## config.mk

```make
export PLATFORM = sky130hd
export DESIGN_NAME = pipe_addsub
export DESIGN_NICKNAME = d
export VERILOG_FILES = /design/src/rtl/pipe_addsub_pkg.sv /design/src/rtl/addsub_seg.sv /design/src/rtl/pipe_addsub.sv
export SDC_FILE = /design/constraint.sdc
export NUM_CORES = 1
export LEC_CHECK = 0
export CORE_MARGIN = 3
export CORE_UTILIZATION = 50
export DETAILED_ROUTE_END_ITERATION = 10
export HOLD_SLACK_MARGIN = 0.06
export PLACE_DENSITY_LB_ADDON = 0.08
export SLEW_MARGIN = 20
export SYNTH_ARGS = -nofsm -noshare
export SYNTH_HDL_FRONTEND = slang
export SYNTH_SLANG_ARGS = --single-unit
```

## constraint.sdc

```tcl
create_clock -name clk -period 5.1 [get_ports clk]
set_input_delay 0.51 -clock clk [delete_from_list [all_inputs] [get_ports clk]]
set_output_delay 0.51 -clock clk [all_outputs]
set_load 0.02 [all_outputs]
```

## src/rtl/pipe_addsub_pkg.sv

```systemverilog
`default_nettype none
// ============================================================================
// Module   : pipe_addsub_pkg
// Purpose  : Operation encodings and flag indices shared by the pipelined adder.
// Revision : 1.0 - initial release
// ============================================================================
package pipe_addsub_pkg;

  typedef enum logic [1:0] {
    OP_ADD = 2'b00,
    OP_SUB = 2'b01,
    OP_ADC = 2'b10,
    OP_SBB = 2'b11
  } op_e;

  localparam int FLAG_C    = 0;
  localparam int FLAG_V    = 1;
  localparam int FLAG_Z    = 2;
  localparam int FLAG_N    = 3;
  localparam int NUM_FLAGS = 4;

  // Carry injected into bit 0; SUB/SBB turn borrow semantics into add-of-complement.
  function automatic logic op_carry_in(input op_e op, input logic cin);
    logic c;
    c = 1'b0;
    unique case (op)
      OP_ADD: c = 1'b0;
      OP_SUB: c = 1'b1;
      OP_ADC: c = cin;
      OP_SBB: c = ~cin;
      default: c = 1'b0;
    endcase
    return c;
  endfunction

endpackage
`default_nettype wire

```

## src/rtl/addsub_seg.sv

```systemverilog
`default_nettype none
// ============================================================================
// Module   : addsub_seg
// Purpose  : W-bit combinational ripple-carry slice with carry into its MSB.
// Revision : 1.0 - initial release
// ============================================================================
module addsub_seg
  import pipe_addsub_pkg::*;
#(
  parameter int W = 8
) (
  input  logic [W-1:0] a_i,
  input  logic [W-1:0] b_i,
  input  logic         cin_i,
  output logic [W-1:0] s_o,
  output logic         cout_o,
  output logic         cmsb_o
);

  logic carry;

  always_comb begin
    carry  = cin_i;
    s_o    = '0;
    cmsb_o = 1'b0;
    for (int i = 0; i < W; i++) begin
      if (i == W - 1) cmsb_o = carry;
      s_o[i] = a_i[i] ^ b_i[i] ^ carry;
      carry  = (a_i[i] & b_i[i]) | (carry & (a_i[i] ^ b_i[i]));
    end
    cout_o = carry;
  end

endmodule
`default_nettype wire

```

## src/rtl/pipe_addsub.sv

```systemverilog
`default_nettype none
// ============================================================================
// Module   : pipe_addsub
// Purpose  : Pipelined ADD/SUB/ADC/SBB, one SEG-bit ripple segment per stage.
// Revision : 1.0 - initial release
// ============================================================================
module pipe_addsub
  import pipe_addsub_pkg::*;
#(
  parameter int WIDTH = 32,
  parameter int SEG   = 8,
  parameter int TAG_W = 4
) (
  input  logic             clk,
  input  logic             rst,
  input  logic             in_valid_i,
  output logic             in_ready_o,
  input  logic [1:0]       op_i,
  input  logic [WIDTH-1:0] a_i,
  input  logic [WIDTH-1:0] b_i,
  input  logic             cin_i,
  input  logic [TAG_W-1:0] tag_in_i,
  output logic             out_valid_o,
  input  logic             out_ready_i,
  output logic [WIDTH-1:0] sum_o,
  output logic             flag_c_o,
  output logic             flag_v_o,
  output logic             flag_z_o,
  output logic             flag_n_o,
  output logic [TAG_W-1:0] tag_out_o
);

  localparam int SEG_SAFE = (SEG < 1) ? 1 : SEG;
  localparam int STAGES   = (WIDTH / SEG_SAFE < 1) ? 1 : WIDTH / SEG_SAFE;

  generate
    if ((SEG < 1) || ((WIDTH % SEG_SAFE) != 0)) begin : g_param_check
      $error("pipe_addsub: SEG must be >= 1 and divide WIDTH");
    end
  endgenerate

  logic [WIDTH-1:0]     b_eff;
  logic                 carry0;
  logic [STAGES-1:0]    valid_q, adv, in_v;
  logic [WIDTH-1:0]     a_q [STAGES];
  logic [WIDTH-1:0]     b_q [STAGES];
  logic [WIDTH-1:0]     sum_q [STAGES];
  logic                 carry_q [STAGES];
  logic [TAG_W-1:0]     tag_q [STAGES];
  logic [WIDTH-1:0]     in_a [STAGES];
  logic [WIDTH-1:0]     in_b [STAGES];
  logic [WIDTH-1:0]     in_sum [STAGES];
  logic                 in_c [STAGES];
  logic [TAG_W-1:0]     in_tag [STAGES];
  logic [WIDTH-1:0]     sum_d [STAGES];
  logic [SEG_SAFE-1:0]  seg_s [STAGES];
  logic                 seg_co [STAGES];
  logic                 seg_cm [STAGES];
  logic [NUM_FLAGS-1:0] flags_q;

  assign b_eff  = op_i[0] ? ~b_i : b_i;
  assign carry0 = op_carry_in(op_e'(op_i), cin_i);

  // Operands travel right-shifted so the next segment is always at bit 0;
  // the sum fills in from the top and is aligned after the last stage.
  for (genvar k = 0; k < STAGES; k++) begin : g_stage
    if (k == 0) begin : g_head
      assign in_v[k]   = in_valid_i;
      assign in_a[k]   = a_i;
      assign in_b[k]   = b_eff;
      assign in_c[k]   = carry0;
      assign in_sum[k] = '0;
      assign in_tag[k] = tag_in_i;
    end else begin : g_body
      assign in_v[k]   = valid_q[k-1];
      assign in_a[k]   = a_q[k-1];
      assign in_b[k]   = b_q[k-1];
      assign in_c[k]   = carry_q[k-1];
      assign in_sum[k] = sum_q[k-1];
      assign in_tag[k] = tag_q[k-1];
    end

    addsub_seg #(.W(SEG_SAFE)) u_seg (
      .a_i    (in_a[k][SEG_SAFE-1:0]),
      .b_i    (in_b[k][SEG_SAFE-1:0]),
      .cin_i  (in_c[k]),
      .s_o    (seg_s[k]),
      .cout_o (seg_co[k]),
      .cmsb_o (seg_cm[k])
    );

    assign sum_d[k] = (in_sum[k] >> SEG_SAFE) | (WIDTH'(seg_s[k]) << (WIDTH - SEG_SAFE));
  end

  always_comb begin : p_adv
    logic r;
    adv = '0;
    r   = out_ready_i;
    for (int k = STAGES - 1; k >= 0; k--) begin
      r      = ~valid_q[k] | r;
      adv[k] = r;
    end
  end

  always_ff @(posedge clk) begin
    if (rst) begin
      valid_q <= '0;
      flags_q <= '0;
      for (int k = 0; k < STAGES; k++) begin
        a_q[k]     <= '0;
        b_q[k]     <= '0;
        sum_q[k]   <= '0;
        carry_q[k] <= 1'b0;
        tag_q[k]   <= '0;
      end
    end else begin
      for (int k = 0; k < STAGES; k++) begin
        if (adv[k]) begin
          valid_q[k] <= in_v[k];
          if (in_v[k]) begin
            a_q[k]     <= in_a[k] >> SEG_SAFE;
            b_q[k]     <= in_b[k] >> SEG_SAFE;
            sum_q[k]   <= sum_d[k];
            carry_q[k] <= seg_co[k];
            tag_q[k]   <= in_tag[k];
          end
        end
      end
      if (adv[STAGES-1] && in_v[STAGES-1]) begin
        flags_q[FLAG_C] <= seg_co[STAGES-1];
        flags_q[FLAG_V] <= seg_cm[STAGES-1] ^ seg_co[STAGES-1];
        flags_q[FLAG_Z] <= ~|sum_d[STAGES-1];
        flags_q[FLAG_N] <= sum_d[STAGES-1][WIDTH-1];
      end
    end
  end

  assign in_ready_o  = adv[0];
  assign out_valid_o = valid_q[STAGES-1];
  assign sum_o       = sum_q[STAGES-1];
  assign tag_out_o   = tag_q[STAGES-1];
  assign flag_c_o    = flags_q[FLAG_C];
  assign flag_v_o    = flags_q[FLAG_V];
  assign flag_z_o    = flags_q[FLAG_Z];
  assign flag_n_o    = flags_q[FLAG_N];

endmodule
`default_nettype wire

```

=== After elaboration in Yosys (flattened, before gate mapping) ===
Memory sizes are Yosys's and may differ from the RTL's.
Index checks and enable logic that the tools add are counted.

* Bitwise gates (word level): 194
* Eq/ne operators: 3
* Muxes and demuxes: 40
* Reductions and logical operators: 4

{| class="wikitable"
|+ Operator list
! operator !! count
|-
| two-way mux 24 bit || 8
|-
| two-way mux 32 bit || 5
|-
| OR 24 x 32 -> 32 bit || 3
|-
| XOR 1 bit || 65
|-
| AND 1 bit || 64
|-
| OR 1 bit || 56
|-
| inverter 32 bit || 1
|-
| OR reduction 32 bit || 1
|-
| two-way mux 1 bit || 22
|-
| two-way mux 4 bit || 4
|-
| inverter 1 bit || 5
|-
| == test 2 bit, second input constant || 2
|-
| case mux 1 bit (4 select lines) || 1
|-
| == test 2 x 1 -> 1 bit, second input constant || 1
|-
| zero test 2 bit || 1
|-
| logical AND 1 bit || 1
|-
| zero test 1 bit || 1
|}

* Logic and storage cells: 251
* Flip-flop bits (word level): 8
* Memories kept: 5
* Bits in writable memories: 340
* Output and inout port bits: 42
* Bits of input ports: 75

{| class="wikitable"
|+ Memories
! name !! depth !! bits a word !! rd ports !! clocked after memory_dff !! write ports !! line !! source
|-
| sum_q || 4 || 32 || 4 || 0 || 4 || pipe_addsub.sv:47 || <nowiki>logic [WIDTH-1:0] sum_q [STAGES];</nowiki>
|-
| a_q || 4 || 24 || 3 || 0 || 4 || pipe_addsub.sv:45 || <nowiki>logic [WIDTH-1:0] a_q [STAGES];</nowiki>
|-
| b_q || 4 || 24 || 3 || 0 || 4 || pipe_addsub.sv:46 || <nowiki>logic [WIDTH-1:0] b_q [STAGES];</nowiki>
|-
| tag_q || 4 || 4 || 4 || 0 || 4 || pipe_addsub.sv:49 || <nowiki>logic [TAG_W-1:0] tag_q [STAGES];</nowiki>
|-
| carry_q || 4 || 1 || 3 || 0 || 4 || pipe_addsub.sv:48 || <nowiki>logic carry_q [STAGES];</nowiki>
|}

=== Logic depth before layout (Yosys ltp) ===
Gate-level depths: netlist (run 1).

* Depth after elaboration: 20
* Mapped depth: 15
* Depth with buffers taken out: 14

=== Cells and area by module ===
Synthesis (run 1) repeated with hierarchy kept, for this count alone.

* Cell total of the unflattened synthesis: 568
* Area, all modules: 8667.1 µm²

{| class="wikitable"
|+ By module, submodules not included
! module !! instances !! cells each !! area an instance (µm²) !! seq. area each (µm²)
|-
| pipe_addsub || 1 || 496 || 7876.3 || 6015.8
|-
| addsub_seg || 4 || 18 || 197.7 || 0.0
|}

=== Least setup slack after synthesis (run 1) ===
Ideal clock, no wire load.

* Path type: input port to flip-flop
* Start: input op_i[0]
* End: memory sum_q[0][31], data pin
* Required time: 4.844 ns
* Setup time: 0.256 ns
* Arrival: 4.294 ns
* Stages: 15
* Slack: 0.550 ns
* Path buffers: 2
* Cell sequence: clkbuf_1 buf_2 xnor2_1 fa_1 inv_1 fa_1 inv_1 fa_1 fa_1 fa_1 fa_1 fa_1 inv_1 fa_1 and2_2

{| class="wikitable"
|+ RTL lines
! item !! line !! source
|-
| start: declaration || pipe_addsub.sv:18 || <nowiki>input logic [1:0] op_i,</nowiki>
|-
| end: declaration || pipe_addsub.sv:47 ||
|}

==> results of run 1 <==
## cell type report
type	count	area, sq um
clock buffer	28	572
clock inverter	10	106
fill	1272	6090
inverter	35	131
multi-input combinational	296	2410
sequential	203	6020
tap	220	275
timing repair buffer	124	1220
## path summary, 6_finish.rpt
check	start	end	slack, ps	depth (start not counted)
setup reg to reg	b_q[0][48]$_SDFFCE_PN0P_	flags_q[2]$_SDFFE_PP0P_	510	14
setup / recovery	b_q[0][48]$_SDFFCE_PN0P_	flags_q[2]$_SDFFE_PP0P_	510	14
hold reg to reg	flags_q[2]$_SDFFE_PP0P_	flags_q[2]$_SDFFE_PP0P_	490	1
hold / removal	flags_q[2]$_SDFFE_PP0P_	flags_q[2]$_SDFFE_PP0P_	490	1
## power by group through the flow
stage               Clock (mW)  Sequential, mW  Combinational [mW]
finish                    1.47            1.99               0.335
global route              1.58            2.01               0.378
CTS                       1.50            2.00               0.342
detailed placement           0            2.03               0.341
global placement             0            2.03               0.334
floorplan                    0            2.04               0.174
## worst register-to-register path, stage by stage (launching register included)
cell,delay (ps)
edfxtp_1,390
fa_1,460
fa_1,470
fa_1,460
fa_1,420
inv_1,90
fa_1,170
inv_1,60
fa_1,440
fa_1,470
inv_1,100
fa_1,420
nor4bb_1,160
and4_1,150
a32o_1,230
## registers in the layout, indices dropped and copies added (netlist names)
| name | cells |
|---|---|
| tag_q | 16 |
| b_q | 48 |
| valid_q | 4 |
| carry_q | 3 |
| a_q | 48 |
| sum_q | 80 |
| flags_q | 4 |
## stage by stage
step	area, sq um	setup WS [ps]	hold slack [ps]
2_1_floorplan	8690	550	497
3_3_place_gp	10000	515	473
3_5_place_dp	10000	418	477
4_1_cts	10700	469	490
5_1_grt	10700	300	516
6_report	10700	506	491
## kinds of logic after synthesis
logic type / count (synthesis) / share of synthesized area [%]
buffers and inverters: 60 / 3.25
AO/OA/AOI/OAI: 13 / 1.34
adder cells (fa/ha/maj): 32 / 7.37
AND/OR/NAND/NOR: 217 / 15.4
flip-flops: 203 / 69.2
XOR/XNOR: 34 / 3.43
## routing by layer
metal / global-route usage, % / vias to the layer above / routed length (um)
li1: - / 2142 / -
met5: 0 / - / 0
met1: 20.1 / 1895 / 5880
met4: 4.17 / 0 / 209
met2: 22.3 / 117 / 5860
met3: 3.34 / 19 / 837
## cells in the final DEF (no fill, tap or decap), types with 2 or more instances in the layout
cell	synthesis	layout
and2_2	18	18
inv_1	35	34
buf_4	0	7
clkbuf_1	14	5
clkinv_2	0	5
dfxtp_1	8	8
clkdlybuf4s50_1	0	115
and2_1	139	139
bufinv_16	0	2
edfxtp_1	195	195
nand3b_1	2	2
xnor2_1	31	31
o2bb2ai_1	2	2
nor2_2	4	4
nand2_1	2	2
nor4_1	13	13
and4_1	2	2
a21oi_1	4	4
fa_1	32	32
nor2_1	30	30
clkbuf_16	0	21
clkbuf_8	0	2
xor2_1	3	3
==> summary.txt, run 1 <==
Route
  • First-pass detailed-route iteration total: 4
  • Avg Vias per Cell: 4.56
  • Via count: 4173
  • # DRC: 0
  • Initial drt markers: 145
  • Detail Route Antenna Nets: 0
  • Drt total wl: 12.8 mm
  • WL/cell: 14.0 um

Global route
  • Global-route wire length before repair: 21.1 mm
  • All-Layer GR Usage: 14.2%
  • GRT overflow: 0
  • Number of global-route vias before repair: 4215
  • Antenna violations before repair: 0
  • Largest net degree at the start of global routing: 43

Finish
  • Layout cells sized above 1: 10.3%
  • Final core utilization: 63.8%
  • Area Growth Syn to Fin: 23.4%
  • Ant. Diodes: 0
  • Fin cells: 916
  • Layout net count: 788

CTS
  • Max Buffers Root-to-Sink: 3
  • Hold_buf cts: 0
  • Post-CTS Setup Bufs: 0
  • CTS Buf Count: 21
  • TritonCTS clock tree: yes
  • Worst-Skew Late Latency: 490 ps
  • Root Buffer: clkbuf_16
  • Clock H-tree levels: 1
  • Clock slew at the register clock pins of the worst setup and hold paths: 60 ps
  • Post-CTS sizing: 0
  • Clk sinks: 203

Timing
  • Fin crit share: 90.1%
  • Final hold violations: 0
  • Fmax: 218 MHz
  • Setup violations, final: 0
  • RSZ-0062 raised after global routing: false
  • Period minus WS final: 4590 ps
  • Slew Viols, Final: 0
  • Slew headroom: 36.9%
  • Worst-Margin Slew: 944 ps
  • Setup TNS: 0 ps
  • Final Skew: 8.59 ps

Floorplanning
  • Die width: 138 um
  • Die height: 138 um
  • Area of the core: 16800 sq um
  • Starting Density: 51.7%
  • Ports: 117
  • Row cnt: 47
  • Die footprint: 19000 sq um

Logic synthesis
  • Syn nets: 666
  • Ys Warns: 0
  • Mapped cell area: 8690 sq um
  • Fraction of the yosys area taken by sequential cells: 69.2%
  • Synth top area cells: edfxtp_1 (67%), and2_1 (10%), fa_1 (7.4%)
  • Count leader, synth: edfxtp_1
  • Share of the synthesized area in the top cell type: 67.4%
  • Cells after Synth: 559
  • Post-synth ARST share: 0%
  • Dominant synthesized flop cell: edfxtp_1
  • Count of different cell masters after synthesis: 32
  • Synth cell count leaders: edfxtp_1 (195), and2_1 (139), inv_1 (35), fa_1 (32), xnor2_1 (31)
  • Synth area leader: edfxtp_1
  • Synthesized flop and latch total: 203
  • Avg Cell Area, Syn: 15.5 sq um
  • Post-synth EDFFs: 195

Setup path
  • Worst setup EP type: flip-flop
  • Critical path buffer and inverter count: 3
  • Critical Path AT: 4970 ps
  • CP cell instances: fa_1, fa_1, fa_1, fa_1, inv_1, fa_1, inv_1, fa_1, fa_1, inv_1, fa_1, nor4bb_1, and4_1, a32o_1
  • Delay-heaviest family, CP: adder cells
  • Crit Path Category: flip-flop to flip-flop
  • Critical Path Most Common Cell: fa_1
  • Worst setup SP type: flip-flop
  • WP data required: 5470 ps
  • Crit-path max cell delay: 470 ps
  • Crit-path max FO: 3
  • Slowest-stage cell, CP: fa_1

Pwr
  • Power Density: 354 nW/um^2
  • Comb pwr share: 8.8%
  • P_int: 3.01 mW
  • Sequential share of power: 52.5%
  • Max VDD drop: 0.236 mV
  • Pwr Total: 3.79 mW
  • Pleak: 4.02 nW
  • Clk pwr share: 38.6%
  • Net Switching: 781 uW
  • Sw frac: 20.6%

Placement
  • DP HPWL: 9.44 mm
  • Routability cong.: 0.767
  • Port bufs: 116
  • Dpl cells: 877

Hold path
  • Worst hold path class: flip-flop to flip-flop

Status
  • Status: finished, final reports clean

Job
  • Max Cap Violations: 0
No activity file was read; power rests on OpenSTA's default activity.
==> inputs of run 2 (changes only) <==
==> constraint.sdc (replaced) <==
create_clock -name clk -period 5.2 [get_ports clk]
set_input_delay 0.52 -clock clk [delete_from_list [all_inputs] [get_ports clk]]
set_output_delay 0.52 -clock clk [all_outputs]
set_load 0.02 [all_outputs]
==> run 2 against run 1 <==
Combinational power down 2%. Setup slack better by 35 ps. Largest cell class unchanged. Die area unchanged. Total power down 0.70%. Register-to-register slack better by 40 ps. First-iteration DRC count up 28%. Highest routed layer unchanged. Design area up 0.32%. Core utilization up 0.20 points. Sequential share of layout area down 0.18 points.
==> summary.txt, run 2 (same netlist as run 1, synthesis figures left out) <==
Setup path
  • CP cell instances: fa_1, fa_1, fa_1, fa_1, inv_1, fa_1, inv_1, fa_1, fa_1, inv_1, fa_1, nor4bb_1, and4_1, a32o_1
  • Depth of the worst register-to-register path: 14 (unchanged)
  • Delay-heaviest family, CP: adder cells
  • R2R Setup Slk: 540 ps (+40 ps)
  • Crit-path max cell delay: 470 ps (about the same)
  • Crit-path max FO: 3 (unchanged)
  • Critical R2R Capture: flags_q[2]$_SDFFE_PP0P_
  • WP data required: 5560 ps (+90 ps)
  • Slowest-stage cell, CP: fa_1
  • Critical Path AT: 5020 ps (+50 ps)
  • Worst setup SP type: flip-flop
  • Critical Path Most Common Cell: fa_1
  • Crit Path Category: flip-flop to flip-flop
  • Critical path buffer and inverter count: 3 (unchanged)
  • Worst setup EP type: flip-flop
  • Worst path depth: 14 (unchanged)
  • Reg-to-reg startpoint: b_q[0][48]$_SDFFCE_PN0P_

Timing
  • Slew Viols, Final: 0 (unchanged)
  • Hold slack final: 496 ps (+4.93 ps)
  • Fin worst setup slack: 541 ps (+35.4 ps)
  • Final Skew: 17.2 ps (+8.65 ps)
  • Slew headroom: 36.1% (-0.85 points)
  • Final hold violations: 0 (unchanged)
  • Period minus WS final: 4660 ps (+64.6 ps)
  • Worst-Margin Slew: 956 ps (+12.7 ps)
  • RSZ-0062 raised after global routing: false
  • Setup violations, final: 0 (unchanged)
  • Setup TNS: 0 ps (unchanged)
  • Fmax: 215 MHz (-1.4%)
  • Fin crit share: 89.6% (-0.49 points)

CTS
  • Hold_buf cts: 0 (unchanged)
  • CTS Buf Count: 21 (unchanged)
  • Clock H-tree levels: 1 (unchanged)
  • Max Buffers Root-to-Sink: 3 (unchanged)
  • Worst-Skew Late Latency: 490 ps (about the same)
  • Clock slew at the register clock pins of the worst setup and hold paths: 60 ps (about the same)
  • Post-CTS sizing: 0 (unchanged)
  • Clk sinks: 203 (unchanged)
  • Root Buffer: clkbuf_16
  • Post-CTS Setup Bufs: 0 (unchanged)
  • TritonCTS clock tree: yes

Finish
  • Fin cells: 915 (-0.11%)
  • Layout net count: 788 (unchanged)
  • Layout cells sized above 1: 10.8% (+0.45 points)
  • Most frequent cells in the layout: edfxtp_1 (195), and2_1 (139), clkdlybuf4s50_1 (115), inv_1 (34), fa_1 (32)
  • Fill count: 1285 (+1.0%)
  • Largest register by flop count: sum_q
  • Biggest regs: sum_q (80), a_q (48), b_q (48)
  • Finished Cell Area: 10800 sq um (+0.32%)
  • Largest register FFs: 80 (unchanged)
  • Area Growth Syn to Fin: 23.8%
  • Ant. Diodes: 0 (unchanged)
  • Commonest non-fill, non-tap cell in the layout: edfxtp_1

Route
  • # DRC: 0 (unchanged)
  • Drt total wl: 13.2 mm (+3.3%)
  • WL/cell: 14.4 um (+3.4%)
  • First-pass detailed-route iteration total: 4 (unchanged)
  • Avg Vias per Cell: 4.62 (+1.4%)
  • Initial drt markers: 186 (+28%)
  • Via count: 4228 (+1.3%)
  • Detail Route Antenna Nets: 0 (unchanged)

Placement
  • Routability cong.: 0.779 (+1.4%)
  • Port bufs: 116 (unchanged)
  • DP Area: 10000 sq um (unchanged)
  • Worst slack at placement: 503 ps (+85.3 ps)
  • DP HPWL: 9.69 mm (+2.6%)
  • Dpl cells: 877 (unchanged)

Job
  • Max Cap Violations: 0 (unchanged)

Floorplanning
  • Die footprint: 19000 sq um (unchanged)
  • Starting Density: 51.7% (unchanged)
  • Row cnt: 47 (unchanged)
  • Die width: 138 um (unchanged)
  • Ports: 117 (unchanged)
  • Area of the core: 16800 sq um (unchanged)
  • Die height: 138 um (unchanged)

Global route
  • Global-route wire length before repair: 21.7 mm (+2.9%)
  • GRT overflow: 0 (unchanged)
  • Largest net degree at the start of global routing: 51 (+19%)
  • Antenna violations before repair: 0 (unchanged)
  • All-Layer GR Usage: 14.7% (+0.52 points)
  • Number of global-route vias before repair: 4264 (+1.2%)

Status
  • Status: finished, final reports clean

Hold path
  • Worst hold path startpoint: flags_q[3]$_SDFFE_PP0P_
  • Hold EP: flags_q[3]$_SDFFE_PP0P_
  • Number of cells on the worst hold path: 1 (unchanged)
  • Worst hold path class: flip-flop to flip-flop

Pwr
  • Pleak: 4.01 nW (-0.11%)
  • Max VDD drop: 0.178 mV (-24%)
  • Power Density: 350 nW/um^2 (-1.0%)
run 2: cell count changes in the layout (fill, tap and decap cells not counted), sizes merged:
| cell | change |
|---|---|
| clkbuf | -1 |
| clkinv | -5 |
| clkinvlp | +5 |
run 2: layout make-up:
type                       count  area, sq um  area share [%]
sequential                   203         6020            55.9
multi-input combinational    296         2410            22.4
timing repair buffer         124         1220            11.4
clock buffer                  27          588            5.47
tap                          220          275            2.56
inverter                      35          131            1.22
clock inverter                10          120            1.12
run 2: how the worst max path moves through the flow:
stage	from	slack [ps]	end
final	b_q[0][48]$_SDFFCE_PN0P_	540	flags_q[2]$_SDFFE_PP0P_
after global routing	b_q[0][48]$_SDFFCE_PN0P_	360	flags_q[2]$_SDFFE_PP0P_
after CTS	b_q[0][48]$_SDFFCE_PN0P_	500	flags_q[2]$_SDFFE_PP0P_
after detailed placement	cin_i	500	sum_q[0][31]$_SDFFCE_PN0P_
after global placement	cin_i	600	sum_q[0][31]$_SDFFCE_PN0P_
after floorplan	op_i[0]	640	sum_q[0][31]$_SDFFCE_PN0P_
run 2: layer usage:
metal  vias to the layer above  GRT usage [%]  routed length (um)
met5                         -              0                   0
met4                         0           4.50                 217
met3                        19           3.23                 831
met2                       115           22.9                6120
met1                      1956           21.1                6050
li1                       2138              -                   -
run 2: where the power goes:
part / switching [mW] / total (mW) / internal [mW]
clock: 0.582 / 1.49 / 0.903
sequential: 0.0382 / 1.96 / 1.92
combinational: 0.164 / 0.327 / 0.163
total: 0.785 / 3.77 / 2.98
run 2: metrics by stage:
stage / power (mW) / utilization, %
after floorplan: 2.17 / -
after global placement: 2.31 / 59.7
after detailed placement: 2.33 / 59.7
after CTS: 3.81 / 63.9
after global routing: 3.93 / 64.0
final: 3.77 / 64.0
